==> config.mk <==
export PLATFORM = sky130hd
export DESIGN_NAME = serial_add_ctrl
export DESIGN_NICKNAME = d
export VERILOG_FILES = /design/src/rtl/serial_add_pkg.sv /design/src/rtl/adder_exercise.sv /design/src/rtl/serial_add_ctrl.sv
export SDC_FILE = /design/constraint.sdc
export NUM_CORES = 1
export LEC_CHECK = 0
export ABC_AREA = 0
export CAP_MARGIN = 25
export CORE_ASPECT_RATIO = 0.9
export CORE_UTILIZATION = 65
export CTS_CLUSTER_SIZE = 10
export DETAILED_ROUTE_END_ITERATION = 10
export DONT_BUFFER_PORTS = 1
export GPL_TIMING_DRIVEN = 0
export PLACE_DENSITY = 0.79
export SLEW_MARGIN = 20
export SYNTH_ARGS = -nofsm -noshare
export SYNTH_HDL_FRONTEND = slang
export SYNTH_SLANG_ARGS = --single-unit
==> constraint.sdc <==
create_clock -name clk -period 4.65 [get_ports clk]
set_clock_uncertainty 0.05 [all_clocks]
set_input_delay 0.465 -clock clk [delete_from_list [all_inputs] [get_ports clk]]
set_output_delay 0.465 -clock clk [all_outputs]
set_load 0.05 [all_outputs]
==> src/rtl/serial_add_pkg.sv <==
// Shared types and helpers for the bit-serial adder controller.
// The counter only has to reach WIDTH-1, so $clog2(WIDTH) bits are enough.
package serial_add_pkg;

  typedef enum logic [1:0] {
    StIdle,
    StShift,
    StDone
  } state_e;

  function automatic int unsigned cnt_width(input int unsigned width);
    return (width < 2) ? 1 : $clog2(width);
  endfunction

endpackage

==> src/rtl/adder_exercise.sv <==
// Single-bit full adder cell; the only arithmetic element in the serial adder.
module adder_exercise (
  input  logic a,
  input  logic b,
  input  logic cin,
  output logic sum,
  output logic cout
);

  logic half_sum;

  always_comb begin
    half_sum = a ^ b;
    sum      = half_sum ^ cin;
    cout     = (a & b) | (cin & half_sum);
  end

endmodule

==> src/rtl/serial_add_ctrl.sv <==
// Bit-serial WIDTH-bit adder: streams operands LSB-first through one full-adder cell
// and reports sum, carry-out and signed overflow with a one-cycle done pulse.
module serial_add_ctrl
  import serial_add_pkg::*;
#(
  parameter int unsigned WIDTH = 8
) (
  input  logic             clk,
  input  logic             rst_n,
  input  logic             start,
  input  logic [WIDTH-1:0] op_a,
  input  logic [WIDTH-1:0] op_b,
  input  logic             cin_init,
  output logic             busy,
  output logic             done,
  output logic [WIDTH-1:0] result,
  output logic             carry_out,
  output logic             overflow
);

  localparam int unsigned CntW = cnt_width(WIDTH);
  localparam logic [CntW-1:0] LastBit = CntW'(WIDTH - 1);

  state_e state_q, state_d;

  logic [WIDTH-1:0] sh_a_q, sh_a_d;
  logic [WIDTH-1:0] sh_b_q, sh_b_d;
  logic [WIDTH-1:0] result_q, result_d;
  logic [CntW-1:0]  cnt_q, cnt_d;
  logic             carry_q, carry_d;
  logic             carry_out_q, carry_out_d;
  logic             overflow_q, overflow_d;

  logic fa_sum;
  logic fa_cout;
  logic last_bit;

  adder_exercise u_fa (
    .a    (sh_a_q[0]),
    .b    (sh_b_q[0]),
    .cin  (carry_q),
    .sum  (fa_sum),
    .cout (fa_cout)
  );

  assign last_bit = (cnt_q == LastBit);

  // State register
  always_ff @(posedge clk) begin
    if (!rst_n) begin
      state_q <= StIdle;
    end else begin
      state_q <= state_d;
    end
  end

  // Next-state logic
  always_comb begin
    state_d = state_q;
    unique case (state_q)
      StIdle:  if (start) state_d = StShift;
      StShift: if (last_bit) state_d = StDone;
      StDone:  state_d = StIdle;
      default: state_d = StIdle;
    endcase
  end

  // Outputs decode straight from registered state, so no input-to-output path exists.
  always_comb begin
    busy = 1'b0;
    done = 1'b0;
    unique case (state_q)
      StIdle:  busy = 1'b0;
      StShift: busy = 1'b1;
      StDone: begin
        busy = 1'b1;
        done = 1'b1;
      end
      default: busy = 1'b0;
    endcase
  end

  assign result    = result_q;
  assign carry_out = carry_out_q;
  assign overflow  = overflow_q;

  // Datapath next-state
  always_comb begin
    sh_a_d      = sh_a_q;
    sh_b_d      = sh_b_q;
    result_d    = result_q;
    cnt_d       = cnt_q;
    carry_d     = carry_q;
    carry_out_d = carry_out_q;
    overflow_d  = overflow_q;
    unique case (state_q)
      StIdle: begin
        if (start) begin
          sh_a_d      = op_a;
          sh_b_d      = op_b;
          carry_d     = cin_init;
          cnt_d       = '0;
          result_d    = '0;
          carry_out_d = 1'b0;
          overflow_d  = 1'b0;
        end
      end
      StShift: begin
        result_d = {fa_sum, result_q[WIDTH-1:1]};
        carry_d  = fa_cout;
        sh_a_d   = sh_a_q >> 1;
        sh_b_d   = sh_b_q >> 1;
        cnt_d    = cnt_q + 1'b1;
        // On the MSB the registered carry is the carry into the sign bit.
        if (last_bit) begin
          overflow_d  = carry_q ^ fa_cout;
          carry_out_d = fa_cout;
        end
      end
      StDone: begin
        sh_a_d = sh_a_q;
      end
      default: begin
        sh_a_d = sh_a_q;
      end
    endcase
  end

  always_ff @(posedge clk) begin
    if (!rst_n) begin
      sh_a_q      <= '0;
      sh_b_q      <= '0;
      result_q    <= '0;
      cnt_q       <= '0;
      carry_q     <= 1'b0;
      carry_out_q <= 1'b0;
      overflow_q  <= 1'b0;
    end else begin
      sh_a_q      <= sh_a_d;
      sh_b_q      <= sh_b_d;
      result_q    <= result_d;
      cnt_q       <= cnt_d;
      carry_q     <= carry_d;
      carry_out_q <= carry_out_d;
      overflow_q  <= overflow_d;
    end
  end

endmodule
Word level (Yosys, flattened, before mapping)

Index checks and enable logic that the tools add are counted.

Add/sub/neg operators: 1
Equal/unequal tests: 5
Mux-type cells: 20
Bitwise operators: 6
Reductions and logical operators: 6

Operators by type and width:

| cell                                           | count |
|---|---|
| one-hot mux 8 bit (2 select lines)             | 3 |
| two-way mux 8 bit                              | 3 |
| two-way mux 1 bit                              | 6 |
| one-hot mux 1 bit (2 select lines)             | 3 |
| one-hot mux 3 bit (2 select lines)             | 1 |
| two-way mux 2 bit                              | 2 |
| != test 2 bit (second input constant)          | 2 |
| one-hot mux 2 bit (2 select lines)             | 1 |
| AND reduction 2 bit                            | 2 |
| adder 3 x 1 -> 3 bit (second input constant)   | 1 |
| == test 3 bit (second input constant)          | 1 |
| two-way mux 3 bit                              | 1 |
| AND reduction 3 bit                            | 1 |
| bitwise XOR 1 bit                              | 3 |
| AND 1 bit                                      | 2 |
| == test 2 x 1 -> 1 bit (second input constant) | 1 |
| == test 2 bit (second input constant)          | 1 |
| logical NOT 2 bit                              | 1 |
| nonzero test 2 bit                             | 1 |
| OR reduction 2 bit                             | 1 |
| OR 1 bit                                       | 1 |

Bits in registers: 32
Output and inout bits: 12
Word-level logic and storage cells: 46

Depth between registers and ports, before layout

Gate-level depths: netlist (run 1).

Depth in word-level cells: 6
Gate-level depth with buffers: 7
Depth with buffers taken out: 5

Modules after synthesis

Synthesis (run 1) repeated with hierarchy kept, for this count alone.

Cell total of the unflattened synthesis: 150
Area total of the unflattened synthesis: 1594.0 um^2

Modules (own cells, without submodules):

| module          | instances | cells each | area each (um^2) | seq. area each (um^2) |
|---|---|---|---|---|
| serial_add_ctrl | 1         | 149        | 1574.0           | 640.6 |
| adder_exercise  | 1         | 1          | 20.0             | 0.0 |

Least setup slack after synthesis (run 1)

OpenSTA, ideal clock, no wires.

Path type: reg2reg
Start point: reg state_q[1]
End point: reg sh_b_q[2]
Arrival time: 1304 ps
Required time: 4463 ps
Path slack: 3159 ps
Stages on the path, launching flop included: 8
Buffers on the path: 2
Period minus slack after synthesis: 1491 ps
Path through: dfxtp_1 inv_1 ha_1 buf_2 mux2_4 buf_6 nor2_1 a211oi_2

Cells in the longest elaborated chain, start to end: 3
Elaborated cells on any way between the ends: 6

RTL lines:

| item                                                                        | RTL line               | text |
|---|---|---|
| from (decl)                                                                 | serial_add_ctrl.sv:24  | `state_e state_q, state_d;` |
| from (signal assigned)                                                      | serial_add_ctrl.sv:51  | `state_q <= StIdle;` |
| from (signal assigned)                                                      | serial_add_ctrl.sv:53  | `state_q <= state_d;` |
| == test 2 x 1 -> 1 bit / logical NOT 2 bit (equally long branches)          | serial_add_ctrl.sv:96  | `unique case (state_q)` |
| nonzero test 2 bit (no source line) / != test 2 bit (equally long branches) | --                     |  |
| AND reduction 2 bit (no source line)                                        | --                     |  |
| to (signal assigned)                                                        | serial_add_ctrl.sv:132 | `sh_b_q <= '0;` |
| to (signal assigned)                                                        | serial_add_ctrl.sv:140 | `sh_b_q <= sh_b_d;` |
| to (decl)                                                                   | serial_add_ctrl.sv:27  | `logic [WIDTH-1:0] sh_b_q, sh_b_d;` |

Parallel ways exist; a longest one is shown, timed or not.
A chain may end at the register's enable or synchronous reset.

Worst setup path in the final report (run 1)

Start point: reg state_q[1]
End point: out busy

Cells in the longest elaborated chain, start to end: 3
Elaborated cells on any way between the ends: 4

RTL lines:

| item                                                           | RTL line              | text |
|---|---|---|
| == test 2 x 1 -> 1 bit / == test 2 bit (equally long branches) | serial_add_ctrl.sv:72 | `unique case (state_q)` |
| OR reduction 2 bit (no source line) (*)                        | --                    |  |
| two-way mux 1 bit (*)                                          | serial_add_ctrl.sv:72 |  |
| to (decl)                                                      | serial_add_ctrl.sv:14 | `output logic busy,` |

Every way passes the cells marked *; elsewhere a longest branch is shown, timed or not.

==> results of run 1 <==
## placed cells by master, fill, tap and decap left out, drive strengths merged
cell type and count:
a211oi 15, a21oi 7, a32oi 10, buf 7, clkbuf 12, clkinvlp 1, dfxtp 32, fa 1
ha 6, inv 3, mux2 1, mux2i 16, nand2 3, nand2b 1, nand3b 4, nand4 2
nor2 26, nor2b 2, o21ai 4, xor2 1
## worst max-delay path, cell delays in order (launching register included)
cell     delay [ns]
dfxtp_1        0.38
inv_1          0.09
ha_1           0.56
## cell families after synthesis
kind of cell / count (synthesis) / share of synthesized area, %
fa+ha+maj: 7 / 6.297
flops: 32 / 42.42
simple gates: 38 / 11.27
mux: 17 / 11.85
buf+inv: 15 / 5.716
compound gates: 36 / 21.87
xor+xnor: 1 / 0.5801
## routing by layer
metal	track usage [%]	vias up	routed length (µm)	part of all wire [%]
li1	-	544	-	-
met4	7.895	0	54	1.9
met3	12.06	7	204	7.0
met2	40.51	36	1354	46
met5	0	-	0	0
met1	30.81	507	1305	45
## final timing paths
check,from,to,slack (ns),cells after the start
worst max-delay path,state_q[1]$_SDFFE_PN0P_,busy,2.77,2
worst min-delay path,rst_n,state_q[1]$_SDFFE_PN0P_,0.22,2
worst max register to register,state_q[1]$_SDFFE_PN0P_,sh_a_q[2]$_SDFFE_PN0P_,3.01,7
worst min register to register,sh_a_q[7]$_SDFFE_PN0P_,sh_a_q[7]$_SDFFE_PN0P_,0.42,2
## state kept, by name, summed over array words and instances (netlist names)
register / flops
state_q: 2
result: 8
carry_out: 1
sh_b_q: 8
cnt_q: 3
overflow: 1
carry_q: 1
sh_a_q: 8
## through the flow
step | utilization [%] | std cells | area, µm² | hold WS (ns) | total power, µW
final | 73.62 | 181 | 1607 | 0.2171 | 649.2
after global routing | 73.62 | 181 | 1607 | 0.2186 | 684.8
after CTS | 73.62 | 181 | 1607 | 0.2166 | 651.0
after detailed placement | 70.76 | 173 | 1544 | 0.4016 | 484.5
after global placement | 70.76 | 173 | 1544 | 0.3998 | 477.8
after floorplan | - | 146 | 1510 | 0.3816 | 454.9
## final cells by class
class	count	area, µm²	share of cell area [%]
multi-input cells	99	783.3	48.75
flip-flops and latches	32	640.6	39.88
plain buffers	12	75.07	4.673
clock buffers	7	55.05	3.427
well taps	27	33.78	2.103
inverters	3	11.26	0.7009
clock inverters	1	7.507	0.4673
## power by group through the flow
stage	combinational, µW	sequential [µW]	clock, µW
after floorplan	137	318	0
after global placement	157	321	0
after detailed placement	163	321	0
after CTS	164	315	172
after global routing	180	318	186
final	163	315	171
==> results.cfg, run 1 <==
[clock_network]
clkSlewWorstSetupHoldPaths_ns = 0.09
clockBufferDepth = 2
numCtsBuffers = 5
cts-root-buf = clkbuf_4
cts-resized-gates = 0
htreeDepth = 2
insertion_delay_ns = 0.33
hold_buffers = 0
postCtsSetupBuffers = 0
cts_tree = done
clkSinkCount = 32

[run_status]
outcome = completed

[yosys]
syn_area_per_cell_um2 = 10.34
synth_top_area_share_pct = 42.42
synth_flop_cell = dfxtp_1
synth_most_common_cell = dfxtp_1
syn_nets = 173
yosysSeqAreaShare_pct = 42.42
syn-cell-area_um2 = 1510
synth-edff-count = 0
ys_types = 23
ys_ff_latch = 32
synth_area_leaders = dfxtp_1, a211oi_2, mux2i_1
syn_inst = 146
async_flop_share_pct = 0
yosys_warnings = 0
synth_common_cells = dfxtp_1, nor2_1, a211oi_2, mux2i_1, a32oi_1
synth_top_area_cell = dfxtp_1

[routing]
wl_per_cell_um = 16.12
viasPerCell = 6.044
drtPass1Iterations = 4
routed_wl_um = 2918
ant_nets = 0
num_vias = 1094
remaining_drc_errors = 0
drtIter0Drc = 22

[setup_path]
arrival_ns = 1.36
critPathKind = reg2out
critPathRequiredTime_ns = 4.14
critPathLaunchType = register
critPathCaptureType = primary output
crit_fanout = 3

[timing]
finalHoldViolCount = 0
max_freq_mhz = 532.8
fin_crit_sh_pct = 40.36
period_minus_slack_ns = 1.877
setup_tns_ns = 0
rsz0062_at_grt = false
final_max_slew_viol_count = 0
worst_pin_slew_ns = 0.7081
finalSetupViolCount = 0
slew_headroom_pct = 52.79
fin_ws_ns = 2.773

[cells_and_area]
antenna_cells = 0
nFillCells = 166
layout-drive-gt1-share_pct = 20.78
num-nets-final = 180
syn2layout_area_growth_pct = 6.379

[grt]
grt_max_degree = 11
track_usage_pct = 25.41
antenna_found_initial = 0
overflow = 0
grt_pass1_vias = 1000
grt_pass1_wl_um = 4416

[pwr]
p_int_uw = 439.6
power_density_nw_per_um2 = 404.1
switchingPower_uw = 209.7
seq_power_share_pct = 48.5
p_comb_share_pct = 25.2
ir_worst_vdd_v = 0.0003049
clock_power_share_pct = 26.3
switching_share_pct = 32.29
leakage_uw = 0.0005950

[place]
io_buffers = 0
dpl.hpwl_um = 2088
place_congestion = 0.7534
pre_cts_ws_ns = 3.017

[flow_run]
cap_violations = 0

[die]
rows = 16
start_util_pct = 69.21
core_um2 = 2182
die_x_um = 52.81
dieArea_um2 = 2520
ios = 32
fp.dieH_um = 47.73

[worst_hold_path]
holdCritPathClass = in2reg
Note: power is estimated with default switching activity, not from simulation.
==> run 2: changes to the inputs <==
--- a/config.mk
+++ b/config.mk
@@ -8,12 +8,12 @@
 export ABC_AREA = 0
 export CAP_MARGIN = 25
 export CORE_ASPECT_RATIO = 0.9
-export CORE_UTILIZATION = 65
+export CORE_UTILIZATION = 61
 export CTS_CLUSTER_SIZE = 10
 export DETAILED_ROUTE_END_ITERATION = 10
 export DONT_BUFFER_PORTS = 1
 export GPL_TIMING_DRIVEN = 0
-export PLACE_DENSITY = 0.79
+export PLACE_DENSITY = 0.75
 export SLEW_MARGIN = 20
 export SYNTH_ARGS = -nofsm -noshare
 export SYNTH_HDL_FRONTEND = slang
==> constraint.sdc (replaced) <==
create_clock -name clk -period 1.9 [get_ports clk]
set_clock_uncertainty 0.05 [all_clocks]
set_input_delay 0.19 -clock clk [delete_from_list [all_inputs] [get_ports clk]]
set_output_delay 0.19 -clock clk [all_outputs]
set_load 0.05 [all_outputs]
==> results.cfg, run 2 (synthesis results as in run 1) <==
[setup_path]
regToRegSetupSlack_ns = 0.23
critPathCaptureType = register
crit_path_max_incr_delay_ns = 0.39
ff2ff_path_depth = 6
worstPathCellList = inv_1 > ha_1 > mux2i_2 > buf_4 > a32oi_1 > nor2_1
cp_slowest_cell = mux2i_2
arrival_ns = 1.88
critPathRequiredTime_ns = 2.11
r2r-end = result[1]$_SDFFE_PN0P_
crit_fanout = 10
critPathKind = reg2reg
reg2reg_from = state_q[0]$_SDFFE_PN0P_
critPathLaunchType = register
crit_buf_inv = 2
cp_top_family = multiplexers

[clock_network]
cts-root-buf = clkbuf_4
insertion_delay_ns = 0.33
htreeDepth = 2
clkSlewWorstSetupHoldPaths_ns = 0.10
clkSinkCount = 32
numCtsBuffers = 5
clockBufferDepth = 2
cts_tree = done
postCtsSetupBuffers = 0

[grt]
grt_pass1_vias = 1116
overflow = 0
grt_max_degree = 11
grt_pass1_wl_um = 4843
track_usage_pct = 25.22
antenna_found_initial = 0

[cells_and_area]
regArea_um2 = 640.6
num-nets-final = 183
syn2layout_area_growth_pct = 9.279
nFillCells = 174
final_cell_mix = dfxtp_1, nor2_1, mux2i_1, a211oi_2, a32oi_1
multiInputGateArea_um2 = 783.3
antenna_cells = 0
final_common_cell = dfxtp_1
layout-drive-gt1-share_pct = 20.38

[worst_hold_path]
holdPathEnd = state_q[1]$_SDFFE_PN0P_
min-delay-start = start
hold_depth = 3
holdCritPathClass = in2reg

[die]
die_x_um = 54.45
ios = 32
core_um2 = 2262
start_util_pct = 66.76
fp.dieH_um = 49.21
dieArea_um2 = 2679
rows = 16

[place]
place_congestion = 0.7561
io_buffers = 0
pre_cts_ws_ns = 0.2668
dpl.hpwl_um = 1988

[timing]
setup_tns_ns = 0
finalSetupViolCount = 0
max_freq_mhz = 598.8
final_max_slew_viol_count = 0
fin_ws_ns = 0.2301
rsz0062_at_grt = false
fin_crit_sh_pct = 87.89
slew_headroom_pct = 51.75
worst_pin_slew_ns = 0.7237
period_minus_slack_ns = 1.670
finalHoldViolCount = 0

[run_status]
outcome = completed

[pwr]
power_density_nw_per_um2 = 1023
leakage_uw = 0.0006182
ir_worst_vdd_v = 0.0007793

[routing]
wl_per_cell_um = 16.23
viasPerCell = 6.196
remaining_drc_errors = 0
drtPass1Iterations = 4
routed_wl_um = 2987
num_vias = 1140
ant_nets = 0
drtIter0Drc = 35

[flow_run]
cap_violations = 0
run 2: report_power, final:
| part | internal, µW | switching [µW] |
|---|---|---|
| Sequential | 729 | 43.3 |
| Clock | 276 | 234 |
| Combinational | 169 | 238 |
| Total | 1170 | 515 |
run 2: how the worst max path moves through the flow:
| stage | startpoint | endpoint | slack [ns] | depth (start not counted) |
|---|---|---|---|---|
| after detailed placement | state_q[1]$_SDFFE_PN0P_ | sh_a_q[4]$_SDFFE_PN0P_ | 0.27 | 7 |
| after floorplan | state_q[1]$_SDFFE_PN0P_ | sh_b_q[2]$_SDFFE_PN0P_ | 0.41 | 7 |
| after global placement | state_q[1]$_SDFFE_PN0P_ | sh_a_q[2]$_SDFFE_PN0P_ | 0.31 | 7 |
| final | state_q[0]$_SDFFE_PN0P_ | result[1]$_SDFFE_PN0P_ | 0.23 | 6 |
| after CTS | state_q[0]$_SDFFE_PN0P_ | sh_a_q[7]$_SDFFE_PN0P_ | 0.24 | 6 |
| after global routing | state_q[0]$_SDFFE_PN0P_ | sh_b_q[7]$_SDFFE_PN0P_ | 0.11 | 6 |
run 2: layout make-up:
type,instances,area share [%]
plain buffers,12,4.549
multi-input cells,99,47.46
repair buffers,3,1.820
flip-flops and latches,32,38.82
well taps,27,2.047
clock buffers,6,2.502
inverters,3,0.6823
clock inverters,2,2.123
run 2: repair_timing:
action,in CTS,in global routing
gates resized for setup,0,0
hold buffers,3,0
endpoints found under the hold margin,4,0
run 2: tightest hold or removal path: cells and delay by family:
kind            cells  cell delay (ns)
compound gates      1             0.13
simple gates        2             0.08
run 2: per-layer routing:
metal  up-vias  wire length, µm  global-route usage (%)
li1        546                -                       -
met1       555             1403                   32.94
met2        33             1325                   37.20
met3         6              208                   8.411
met4         0               48                   10.68
met5         -                0                       0
run 2: per-stage QoR:
stage	utilization (%)	area (µm²)	hold WS (ns)	instances	power [µW]
after detailed placement	68.25	1544	0.2895	173	1183
after CTS	72.95	1650	0.05420	184	1695
after global placement	68.25	1544	0.2891	173	1170
final	72.95	1650	0.06362	184	1688
after global routing	72.95	1650	0.06658	184	1767
after floorplan	-	1510	0.2822	146	1113
==> run 3: changes to the inputs <==
--- a/config.mk
+++ b/config.mk
@@ -17,4 +17,5 @@
 export SLEW_MARGIN = 20
 export SYNTH_ARGS = -nofsm -noshare
 export SYNTH_HDL_FRONTEND = slang
+export SYNTH_HIERARCHICAL = 1
 export SYNTH_SLANG_ARGS = --single-unit
==> results.cfg, run 3 <==
[run_status]
outcome = completed

[timing]
slew_headroom_pct = 51.86
worst_pin_slew_ns = 0.7220
period_minus_slack_ns = 1.698
fin_ws_ns = 0.2024
final_max_slew_viol_count = 0
finalHoldViolCount = 0
setup_tns_ns = 0
finalSetupViolCount = 0
fin_crit_sh_pct = 89.35
hold_ws_ns = 0.06572
max_freq_mhz = 589.1
rsz0062_at_grt = false

[yosys]
synth_top_area_cell = dfxtp_1
syn-cell-area_um2 = 1594
yosysSeqAreaShare_pct = 40.19
synth_most_common_cell = dfxtp_1
async_flop_share_pct = 0
yosys_warnings = 6
synth_flop_cell = dfxtp_1
synth_area_leaders = dfxtp_1, a211oi_2, mux2i_1
syn_area_per_cell_um2 = 10.63
synth-edff-count = 0
syn_nets = 178
ys_types = 26
syn_inst = 150
synth_top_area_share_pct = 40.19
synth_common_cells = dfxtp_1, mux2i_1, a211oi_2
ys_ff_latch = 32

[routing]
wl_per_cell_um = 15.92
remaining_drc_errors = 0
drtIter0Drc = 10
drtPass1Iterations = 4
routed_wl_um = 2993
viasPerCell = 6.005
num_vias = 1129
ant_nets = 0

[cells_and_area]
layout-drive-gt1-share_pct = 28.75
antenna_cells = 0
syn2layout_area_growth_pct = 8.477
final_cell_mix = dfxtp_1, mux2i_1, a211oi_2
nFillCells = 202
num-nets-final = 188
regArea_um2 = 640.6
final_common_cell = dfxtp_1
final_cell_area_um2 = 1729
multiInputGateArea_um2 = 850.8

[clock_network]
postCtsSetupBuffers = 0
insertion_delay_ns = 0.33
numCtsBuffers = 5
clockBufferDepth = 2
cts-root-buf = clkbuf_4
clkSinkCount = 32
cts_tree = done
clkSlewWorstSetupHoldPaths_ns = 0.10
htreeDepth = 2

[setup_path]
reg2reg_from = state_q[0]$_SDFFE_PN0P_
endpoint = result[6]$_SDFFE_PN0P_
r2r-end = result[6]$_SDFFE_PN0P_
critPathKind = reg2reg
startpoint = state_q[0]$_SDFFE_PN0P_
regToRegSetupSlack_ns = 0.20
crit_fanout = 10
critPathRequiredTime_ns = 2.12
ff2ff_path_depth = 6
critPathCaptureType = register
arrival_ns = 1.91
critPathLaunchType = register

[worst_hold_path]
hold_depth = 2
holdCritPathClass = in2reg

[grt]
overflow = 0
grt_pass1_vias = 1125
grt_max_degree = 11
antenna_found_initial = 0
track_usage_pct = 24.64
grt_pass1_wl_um = 5099

[die]
fp.dieH_um = 50.50
ios = 32
core_um2 = 2467
dieArea_um2 = 2822
start_util_pct = 64.60
rows = 17
die_x_um = 55.89

[place]
io_buffers = 0
pre_cts_ws_ns = 0.1119
place_congestion = 0.7709
dpl.hpwl_um = 2071
placed_cell_area_um2 = 1629

[pwr]
total_power_uw = 2907
power_density_nw_per_um2 = 1681
ir_worst_vdd_v = 0.001251
leakage_uw = 0.0006495

[flow_run]
cap_violations = 0
run 3: how the worst min path moves through the flow:
stage | to | startpoint | slack, ns
floorplan | carry_out$_SDFFE_PN0P_ | rst_n | 0.29
global placement | carry_out$_SDFFE_PN0P_ | rst_n | 0.30
detailed placement | overflow$_SDFFE_PN0P_ | rst_n | 0.30
CTS | sh_a_q[3]$_SDFFE_PN0P_ | op_a[3] | 0.05
global route | sh_b_q[2]$_SDFFE_PN0P_ | op_b[2] | 0.05
finish | sh_a_q[3]$_SDFFE_PN0P_ | op_a[3] | 0.07
run 3: what timing repair did:
action,in CTS,in global routing
endpoints found under the setup margin,0,2
hold endpoints to repair,4,0
resized for setup,0,1
hold buffers,3,0
run 3: logic make-up (layout without fill, tap and decap cells):
group                    Yosys count  in the layout  share of synthesized area, %
XOR/XNOR                           1              1                        0.5496
buffers and inverters             15             25                         6.750
flip-flops                        32             32                         40.19
multiplexers                      19             19                         12.24
AND/OR/NAND/NOR                   43             43                         14.05
AO/OA/AOI/OAI                     32             32                         19.47
adder cells (fa/ha/maj)            8              8                         6.750
run 3: area by class of cell:
cell class	count	share of cell area [%]
Sequential cell	32	37.05
Buffer	12	5.572
Tap cell	28	2.026
Clock buffer	7	3.763
Multi-Input combinational cell	103	49.20
Inverter	3	0.6512
Timing Repair Buffer	3	1.737
run 3: per-layer routing:
metal / global-route usage (%) / vias to the layer above / part of all wire (%) / wire length, µm
li1: - / 557 / - / -
met1: 29.66 / 532 / 45 / 1335
met2: 39.16 / 33 / 47 / 1407
met3: 9.021 / 7 / 6.2 / 186
met4: 12.20 / 0 / 2.1 / 63
met5: 0 / - / 0 / 0
run 3: worst max-delay path, stage by stage, from the launching register on:
cell     delay (ns)
dfxtp_1        0.35
inv_1          0.12
ha_1           0.29
mux2i_1        0.38
buf_4          0.25
a32oi_1        0.07
nor2_1         0.13
run 3: through the flow:
step,std cells,util [%]
2_1_floorplan,150,-
3_3_place_gp,178,66.02
3_5_place_dp,178,66.02
4_1_cts,188,69.88
5_1_grt,188,70.08
6_report,188,70.08
run 3: power by group:
group	internal, µW	total (µW)	switching (µW)
combinational	634	1470	835
clock	210	431	222
sequential	847	1010	160
total	1690	2910	1220
